### config.mk
export PLATFORM = sky130hd
export DESIGN_NAME = frv_mem_fairness
export DESIGN_NICKNAME = d
export VERILOG_FILES = /design/src/rtl/frv_fairness_pkg.sv /design/src/rtl/frv_fairness_chan.sv /design/src/rtl/frv_mem_fairness.sv
export SDC_FILE = /design/constraint.sdc
export NUM_CORES = 1
export LEC_CHECK = 0
export BUFFER_PORTS_ARGS = -buffer_cell sky130_fd_sc_hd__buf_2
export CAP_MARGIN = 5
export CORE_AREA = 2 2 120 122
export CTS_BUF_LIST = sky130_fd_sc_hd__clkbuf_2 sky130_fd_sc_hd__clkbuf_4 sky130_fd_sc_hd__clkbuf_8
export DETAILED_ROUTE_END_ITERATION = 8
export DIE_AREA = 0 0 122 124
export GPL_TIMING_DRIVEN = 0
export PLACE_DENSITY_LB_ADDON = 0.2
export RECOVER_POWER = 25
export SLEW_MARGIN = 20
export SYNTH_ARGS = -nofsm -noshare
export SYNTH_HDL_FRONTEND = slang
export SYNTH_SLANG_ARGS = --single-unit
### constraint.sdc
create_clock -name clock -period 1.83 [get_ports clock]
set_input_delay 0.0915 -clock clock [delete_from_list [all_inputs] [get_ports clock]]
set_output_delay 0.0915 -clock clock [all_outputs]
set_load 0.05 [all_outputs]
### src/rtl/frv_fairness_pkg.sv
// Shared types and constants for the memory-handshake fairness monitor.
package frv_fairness_pkg;
  typedef enum logic {FAIR_IDLE, FAIR_WAIT} fair_state_t;
  localparam int TXN_W = 8;
endpackage

### src/rtl/frv_fairness_chan.sv
// One req/gnt channel: wait FSM, field capture, stall/txn counters, sticky flags.
// FRV_FAIRNESS_ASSUME_EN adds formal assume/assert properties for this channel.
module frv_fairness_chan import frv_fairness_pkg::*; #(
  parameter int AW        = 32,
  parameter int DW        = 32,
  parameter int MAX_STALL = 4,
  parameter int CW        = $clog2(MAX_STALL+1)
) (
  input  logic             clock,
  input  logic             reset,
  input  logic             req,
  input  logic             wen,
  input  logic [DW/8-1:0]  strb,
  input  logic [AW-1:0]    addr,
  input  logic [DW-1:0]    wdata,
  input  logic             gnt,
  input  logic             err,
  output logic             stall_viol,
  output logic             stab_viol,
  output logic             err_viol,
  output logic [CW-1:0]    stall_cnt,
  output logic [TXN_W-1:0] txn_cnt
);
  fair_state_t state, state_nxt;
  logic            cap_wen;
  logic [DW/8-1:0] cap_strb;
  logic [AW-1:0]   cap_addr;
  logic [DW-1:0]   cap_wdata;
  logic stall, done, changed, at_max, cap_en, stab_hit;

  assign stall  = req & ~gnt;
  assign done   = req & gnt;
  assign at_max = (stall_cnt == CW'(MAX_STALL));
  // Write payload only matters when the waiting request is a write.
  assign changed = (wen != cap_wen) | (addr != cap_addr) |
                   (cap_wen & ((strb != cap_strb) | (wdata != cap_wdata)));

  always_comb begin
    state_nxt = state;
    cap_en    = 1'b0;
    stab_hit  = 1'b0;
    case (state)
      FAIR_IDLE: begin
        if (stall) begin
          state_nxt = FAIR_WAIT;
          cap_en    = 1'b1;
        end
      end
      FAIR_WAIT: begin
        if (!req) begin
          stab_hit  = 1'b1;
          state_nxt = FAIR_IDLE;
        end else begin
          stab_hit = changed;
          if (gnt) state_nxt = FAIR_IDLE;
        end
      end
      default: state_nxt = FAIR_IDLE;
    endcase
  end

  always_ff @(posedge clock) begin
    if (reset) begin
      state      <= FAIR_IDLE;
      cap_wen    <= 1'b0;
      cap_strb   <= '0;
      cap_addr   <= '0;
      cap_wdata  <= '0;
      stall_cnt  <= '0;
      txn_cnt    <= '0;
      stall_viol <= 1'b0;
      stab_viol  <= 1'b0;
      err_viol   <= 1'b0;
    end else begin
      state <= state_nxt;
      if (cap_en) begin
        cap_wen   <= wen;
        cap_strb  <= strb;
        cap_addr  <= addr;
        cap_wdata <= wdata;
      end
      if (stall) stall_cnt <= at_max ? stall_cnt : stall_cnt + CW'(1);
      else       stall_cnt <= '0;
      if (stall && at_max) stall_viol <= 1'b1;
      if (stab_hit)        stab_viol  <= 1'b1;
      if (err && !gnt)     err_viol   <= 1'b1;
      if (done)            txn_cnt    <= txn_cnt + TXN_W'(1);
    end
  end

`ifdef FRV_FAIRNESS_ASSUME_EN
  // Latency and error legality belong to the environment; stability to the DUT.
  asm_latency: assume property (@(posedge clock) disable iff (reset) !(stall && at_max));
  asm_err:     assume property (@(posedge clock) disable iff (reset) !(err && !gnt));
  ast_stab:    assert property (@(posedge clock) disable iff (reset) 1'b1 |=> !stab_viol);
`endif
endmodule

### src/rtl/frv_mem_fairness.sv
// Multi-channel req/gnt fairness monitor; one frv_fairness_chan per channel.
// Define FRV_FAIRNESS_ASSUME_EN to emit formal assume/assert properties.
module frv_mem_fairness import frv_fairness_pkg::*; #(
  parameter int NCH       = 2,
  parameter int AW        = 32,
  parameter int DW        = 32,
  parameter int MAX_STALL = 4,
  parameter int CW        = $clog2(MAX_STALL+1)
) (
  input  logic                   clock,
  input  logic                   reset,
  input  logic [NCH-1:0]         req,
  input  logic [NCH-1:0]         wen,
  input  logic [NCH*(DW/8)-1:0]  strb,
  input  logic [NCH*AW-1:0]      addr,
  input  logic [NCH*DW-1:0]      wdata,
  input  logic [NCH-1:0]         gnt,
  input  logic [NCH-1:0]         err,
  output logic [NCH-1:0]         stall_viol,
  output logic [NCH-1:0]         stab_viol,
  output logic [NCH-1:0]         err_viol,
  output logic [NCH*CW-1:0]      stall_cnt,
  output logic [NCH*TXN_W-1:0]   txn_cnt
);
  localparam int SW = DW/8;

  for (genvar i = 0; i < NCH; i++) begin : g_ch
    frv_fairness_chan #(
      .AW(AW), .DW(DW), .MAX_STALL(MAX_STALL), .CW(CW)
    ) u_chan (
      .clock      (clock),
      .reset      (reset),
      .req        (req[i]),
      .wen        (wen[i]),
      .strb       (strb[i*SW +: SW]),
      .addr       (addr[i*AW +: AW]),
      .wdata      (wdata[i*DW +: DW]),
      .gnt        (gnt[i]),
      .err        (err[i]),
      .stall_viol (stall_viol[i]),
      .stab_viol  (stab_viol[i]),
      .err_viol   (err_viol[i]),
      .stall_cnt  (stall_cnt[i*CW +: CW]),
      .txn_cnt    (txn_cnt[i*TXN_W +: TXN_W])
    );
  end
endmodule

==> metrics, run 1 <==
status finished clean; CTS sink count 168; Detail Route Antenna Nets 0; sequential-to-total area share from yosys stat 44.9%; Clock H-tree levels 4; number of synthesized flops with an enable pin 0; hold slack 0.0455 ns; Final Power 8.03 mW; commonest cells after routing, fill and taps aside nand2_1, dfxtp_1, buf_2; R2R cell count 5; part of the power in registers 48.7%; largest cells by area after synthesis dfxtp_1, nand2_1, xor2_1; Worst setup EP type register; WHS Path Cells 4; CTS max path bufs 2; clk root buf clkbuf_8; Synth top area share 44.9%; Pins Over Slew Limit 0; clock slew at reported path FFs 0.09 ns; fillers 999; Worst-Margin Slew 0.700 ns; worst path required time 2.14 ns; Syn Std Cell Area 0.00749 mm2; distinct cell type count after synthesis 34; Fin. Hold Viols 0; prevailing post-synth register cell dfxtp_1; starting density of the core 54.6%; 1st-pass router iterations 5; critical path class reg -> reg; Core Area 0.0137 mm2; #FFs+latches synth 168; Synthesis Warnings 0; HPWL after DPL 13500 um; CP max FO 2; crit path DAT 2.06 ns; share of cells above drive strength 1 16.1%; vias in the first global route 6960; Leakage Power 4.32 nW; crit share post-route 95.7%; Rel. slew slack 53.5%; Syn Area/Cell 8.06 um2; first-pass GRT wire length 32900 um; Die Wd 122 um; VDD IR max 0.779 mV; Nets 1415; Ports 174; post-layout util 76.0%; grt ovf 0; setup TNS 0 ns; die area 0.0151 mm2; switching share of power 25.5%; CTS tree built; Post-Synthesis Cells 929; power density over cell area 771 mW/mm2; Max Cap Violations 0; final setup skew 0.00832 ns; Area Overhead vs Synth 39.1%; Tmin final 1.75 ns; Finished Layout Cells 1456; Port Buf Inserts 172; detailed-route via count 7419; num rows 43; Inserted Clock Buffers 17; Clk Latency, worst-skew pair 0.44 ns; WL final 21200 um; initial antenna violation count 1; DRT iter0 DRCs 527; Final setup viols 0; GR Util All Layers 27.9%; post-DR wirelength/cell 14.5 um; crit start category register; RD Place Congestion 0.826; most common cell after layout, fill and taps aside nand2_1; P_int 5.99 mW; Yosys top cell by area dfxtp_1; Async SR Flop Fraction 0%; Clk pwr share 35.7%; RSZ-0062 raised after global routing false; worst min path class in -> reg; Fmax achieved 571 MHz; Post-route DRC 0; Placed Instances 1281; vias per inst 5.10; Synth Net Count 1081; total net switching power 2.05 mW; Die Span Y 124 um; largest net degree at the start of global routing 17; Combinational Power Share 15.6%
==> synthesized netlist by cell type (all sizes together) (3+ instances only) <==
| master | number |
|---|---|
| a21oi | 146 |
| o21ai | 3 |
| dfxtp | 168 |
| nor4 | 27 |
| clkbuf | 33 |
| nand2 | 288 |
| ha | 6 |
| inv | 12 |
| xnor2 | 38 |
| nor2 | 24 |
| buf | 21 |
| or3 | 3 |
| xor2 | 113 |
| nand4 | 16 |
| nand3 | 10 |
| nor3 | 3 |
==> final timing paths <==
kind                                      from                     endpoint  slack, ns
setup / recovery  g_ch[0].u_chan.cap_wdata[16]     g_ch[0].u_chan.stab_viol       0.08
hold reg to reg    g_ch[0].u_chan.cap_addr[16]  g_ch[0].u_chan.cap_addr[16]       0.47
setup reg to reg  g_ch[0].u_chan.cap_wdata[16]     g_ch[0].u_chan.stab_viol       0.08
hold / removal                          gnt[1]      g_ch[1].u_chan.err_viol       0.05
==> registers in the layout, indices dropped and copies added, names as in the netlist <==
signal                  cells
g_ch.u_chan.cap_strb        8
g_ch.u_chan.stall_cnt       6
g_ch.u_chan.stab_viol       2
g_ch.u_chan.cap_wen         2
g_ch.u_chan.state           2
g_ch.u_chan.err_viol        2
g_ch.u_chan.txn_cnt        16
g_ch.u_chan.cap_addr       64
g_ch.u_chan.cap_wdata      64
g_ch.u_chan.stall_viol      2
==> power by group through the flow <==
stage	Sequential (mW)	Clock [mW]	Combinational (mW)
5_1_grt	3.93	3.08	1.37
3_3_place_gp	3.99	0	0.974
6_report	3.91	2.87	1.25
4_1_cts	3.91	2.91	1.23
3_5_place_dp	4.00	0	0.984
2_1_floorplan	4.01	0	0.562
==> metrics by stage <==
| step | setup slack (ns) | instance area [um2] |
|---|---|---|
| 2_1_floorplan | 0.149 | 7490 |
| 3_3_place_gp | 0.0144 | 8580 |
| 3_5_place_dp | 0.00428 | 8580 |
| 4_1_cts | 0.122 | 10500 |
| 5_1_grt | 0.00805 | 10400 |
| 6_report | 0.0792 | 10400 |
==> per-layer routing <==
| layer | vias to the layer above | wire (um) | global-route usage [%] |
|---|---|---|---|
| met5 | - | 0 | 0 |
| met4 | 0 | 609 | 11.9 |
| met3 | 53 | 1170 | 6.73 |
| met2 | 231 | 10200 | 47.0 |
| met1 | 3438 | 9150 | 34.2 |
| li1 | 3697 | - | - |
==> cell families after synthesis <==
logic type	Yosys count	share of synthesized area, %
xor+xnor	151	17.7
compound gates	156	10.6
mux	1	0.134
flops	168	44.9
simple gates	381	21.6
fa+ha+maj	6	1.00
buf+inv	66	4.07
==> area by class of cell <==
type,instances,area (um2),area share (%)
multi-input cells,695,3820,36.7
flip-flops and latches,168,3360,32.3
repair buffers,315,2260,21.7
clock buffers,25,325,3.12
plain buffers,54,260,2.50
well taps,180,225,2.16
clock inverters,6,113,1.08
inverters,12,45.0,0.432
diodes,1,2.50,0.0240
==> worst max-delay path, stage by stage, from the launching register on <==
cell and delay, ns:
dfxtp_1 0.33, xor2_1 0.17, nor4_1 0.43, nand3_1 0.15, o41ai_2 0.41, a211oi_1 0.12
==> what timing repair did <==
| action | in CTS | in global routing |
|---|---|---|
| hold buffers | 143 | 0 |
| setup buffers | 0 | 0 |
| endpoints found under the setup margin | 2 | 0 |
| endpoints found under the hold margin | 141 | 0 |
| resized for setup | 2 | 0 |
(Power assumes the default switching activity.)
==> inputs of run 2 (changes only) <==
Settings changed: CORE_AREA 2 2 120 122 to 2 2 119 121, DIE_AREA 0 0 122 124 to 0 0 121 123, SETUP_SLACK_MARGIN from default to 0.02.
==> run 2 against run 1 <==
Global-route usage is 1.2 points higher. Sequential cell count stayed put. Critical path type unchanged. Cell count hardly changed. Via count is 0.71% higher. Clock skew is 0.00068 ns higher. Setup slack better by 0.051 ns. Sequential power hardly changed. Utilization is 0.21 points higher. Cell area is 0.50% lower. Register-to-register slack better by 0.05 ns.
==> metrics, run 2 (same netlist as run 1, synthesis figures left out) <==
Critical Path Max Stage Delay 0.42 ns (about the same); starting density of the core 55.0% (+0.43 points); clk root buf clkbuf_8; hold slack 0.0402 ns (-0.00528 ns); first-pass GRT wire length 34100 um (+3.7%); vias per inst 5.13 (+0.65%); Core Area 0.0136 mm2 (-0.78%); R2R cell count 5 (unchanged); Worst setup EP type register; Fmax achieved 588 MHz (+3.0%); post-layout util 76.2% (+0.21 points); crit path DAT 2.01 ns (-0.05 ns); Setup WS post-layout 0.130 ns (+0.0508 ns); Max Cap Violations 0 (unchanged); DRT iter0 DRCs 472 (-10%); power density over cell area 745 mW/mm2 (-3.4%); Inserted Clock Buffers 17 (unchanged); HPWL after DPL 13500 um (about the same); FF-to-FF Start g_ch[0].u_chan.cap_wdata[16]; WHS Path Cells 4 (unchanged); most common cell after layout, fill and taps aside nand2_1; worst min path class in -> reg; FF-to-FF setup slack 0.13 ns (+0.05 ns); num rows 43 (unchanged); RSZ-0062 raised after global routing false; hold path start req[0]; Port Buf Inserts 172 (unchanged); VDD IR max 0.499 mV (-36%); CP max FO 2 (unchanged); Clk Latency, worst-skew pair 0.45 ns (about the same); post-DR wirelength/cell 14.8 um (+2.0%); Die Span Y 123 um (-0.81%); critical path class reg -> reg; crit-path cells xor2_1 -> nor4_1 -> nand3_1 -> o41ai_2 -> a211oi_1; Ports 174 (unchanged); worst path required time 2.14 ns (about the same); Worst Hold End g_ch[0].u_chan.txn_cnt[2]; commonest cells after routing, fill and taps aside nand2_1, dfxtp_1, buf_2; n_diodes 0 (-1); Nets 1416 (+0.071%); Post-route DRC 0 (unchanged); vias in the first global route 7246 (+4.1%); setup repair bufs after CTS 0 (unchanged); r2r endpoint g_ch[0].u_chan.stab_viol; fillers 959 (-4.0%); Pins Over Slew Limit 0 (unchanged); share of cells above drive strength 1 15.9% (-0.18 points); Largest regs g_ch.u_chan.cap_addr (64), g_ch.u_chan.cap_wdata (64), g_ch.u_chan.txn_cnt (16); crit share post-route 92.9% (-2.8 points); multi-input logic area 0.00382 mm2 (unchanged); crit start category register; FF/Latch Area 0.00336 mm2 (unchanged); Area Overhead vs Synth 38.4%; grt ovf 0 (unchanged); slowest stage cell on the critical path nor4_1; largest net degree at the start of global routing 17 (unchanged); Fin. Hold Viols 0 (unchanged); Final Power 7.72 mW (-3.9%); setup TNS 0 ns (unchanged); critical path's top delay family simple AND/OR/NAND/NOR gates; detailed-route via count 7472 (+0.71%); Tmin final 1.70 ns (-0.0508 ns); Die Wd 121 um (-0.82%); dpl ws -0.00535 ns (-0.00962 ns); Rel. slew slack 53.8% (+0.30 points); die area 0.0149 mm2 (-1.6%); Clock H-tree levels 4 (unchanged); Leakage Power 4.30 nW (-0.54%); WL final 21600 um (+2.0%); initial antenna violation count 0 (-1); crit path buf inv count 0 (unchanged); clock slew at reported path FFs 0.09 ns (about the same); Detail Route Antenna Nets 0 (unchanged); CTS max path bufs 2 (unchanged); Final setup viols 0 (unchanged); 1st-pass router iterations 5 (unchanged); final setup skew 0.00901 ns (+0.000684 ns); status finished clean; GR Util All Layers 29.1% (+1.2 points); CTS sink count 168 (unchanged); CTS tree built; RD Place Congestion 0.780 (-5.5%); Worst-Margin Slew 0.696 ns (-0.00459 ns)
run 2: changes by cell type in the layout (fill, tap and decap cells not counted), sizes merged:
cell / previous run / this run
diode: 1 / 0
buf: 170 / 167
clkbuf: 81 / 83
dlygate4sd3: 143 / 144
clkinv: 0 / 5
bufinv: 3 / 1
clkinvlp: 3 / 2
run 2: worst max path at each step:
stage                            startpoint                      endpoint  slack [ns]  cells past startpoint
2_1_floorplan     g_ch[0].u_chan.txn_cnt[3]     g_ch[0].u_chan.txn_cnt[7]        0.15                      4
5_1_grt                              gnt[0]  g_ch[0].u_chan.cap_wdata[25]        0.04                     10
3_3_place_gp    g_ch[1].u_chan.cap_wdata[9]      g_ch[1].u_chan.stab_viol        0.01                      5
6_report       g_ch[0].u_chan.cap_wdata[16]      g_ch[0].u_chan.stab_viol        0.13                      5
4_1_cts        g_ch[0].u_chan.cap_wdata[16]      g_ch[0].u_chan.stab_viol        0.12                      5
3_5_place_dp    g_ch[1].u_chan.cap_wdata[9]      g_ch[1].u_chan.stab_viol      -0.005                      5
run 2: metrics by stage:
step	instances	instance area (um2)
floorplan	929	7490
global placement	1281	8580
detailed placement	1281	8580
CTS	1457	10400
global route	1457	10400
finish	1457	10400
run 2: area by class of cell:
type / instances / area share (%)
Buffer: 54 / 2.50
Clock buffer: 24 / 3.00
Clock inverter: 8 / 0.676
Inverter: 12 / 0.434
Multi-Input combinational cell: 695 / 36.9
Sequential cell: 168 / 32.4
Tap cell: 180 / 2.17
Timing Repair Buffer: 316 / 21.9
run 2: report_power, final:
part	switching [mW]	leakage [nW]	internal [mW]
Combinational	0.650	2.73	0.608
Clock	1.29	0.199	1.25
Sequential	0.108	1.37	3.81
run 2: what timing repair did:
action | 4_1_cts | 5_1_grt
hold endpoints to repair | 141 | 0
setup endpoints to repair | 2 | 0
resized for setup | 2 | 0
hold buffers | 144 | 0
run 2: worst min-delay path: cells and delay by family:
kind,cells,cell delay (ns)
xor+xnor,1,0.06
buf+inv,1,0.14
simple gates,2,0.17
run 2: layer usage:
metal | GRT usage [%] | vias up | wire [um]
met2 | 48.7 | 248 | 10400
met4 | 12.3 | 0 | 684
met1 | 36.2 | 3462 | 9190
met5 | 0 | - | 0
li1 | - | 3704 | -
met3 | 6.73 | 58 | 1270
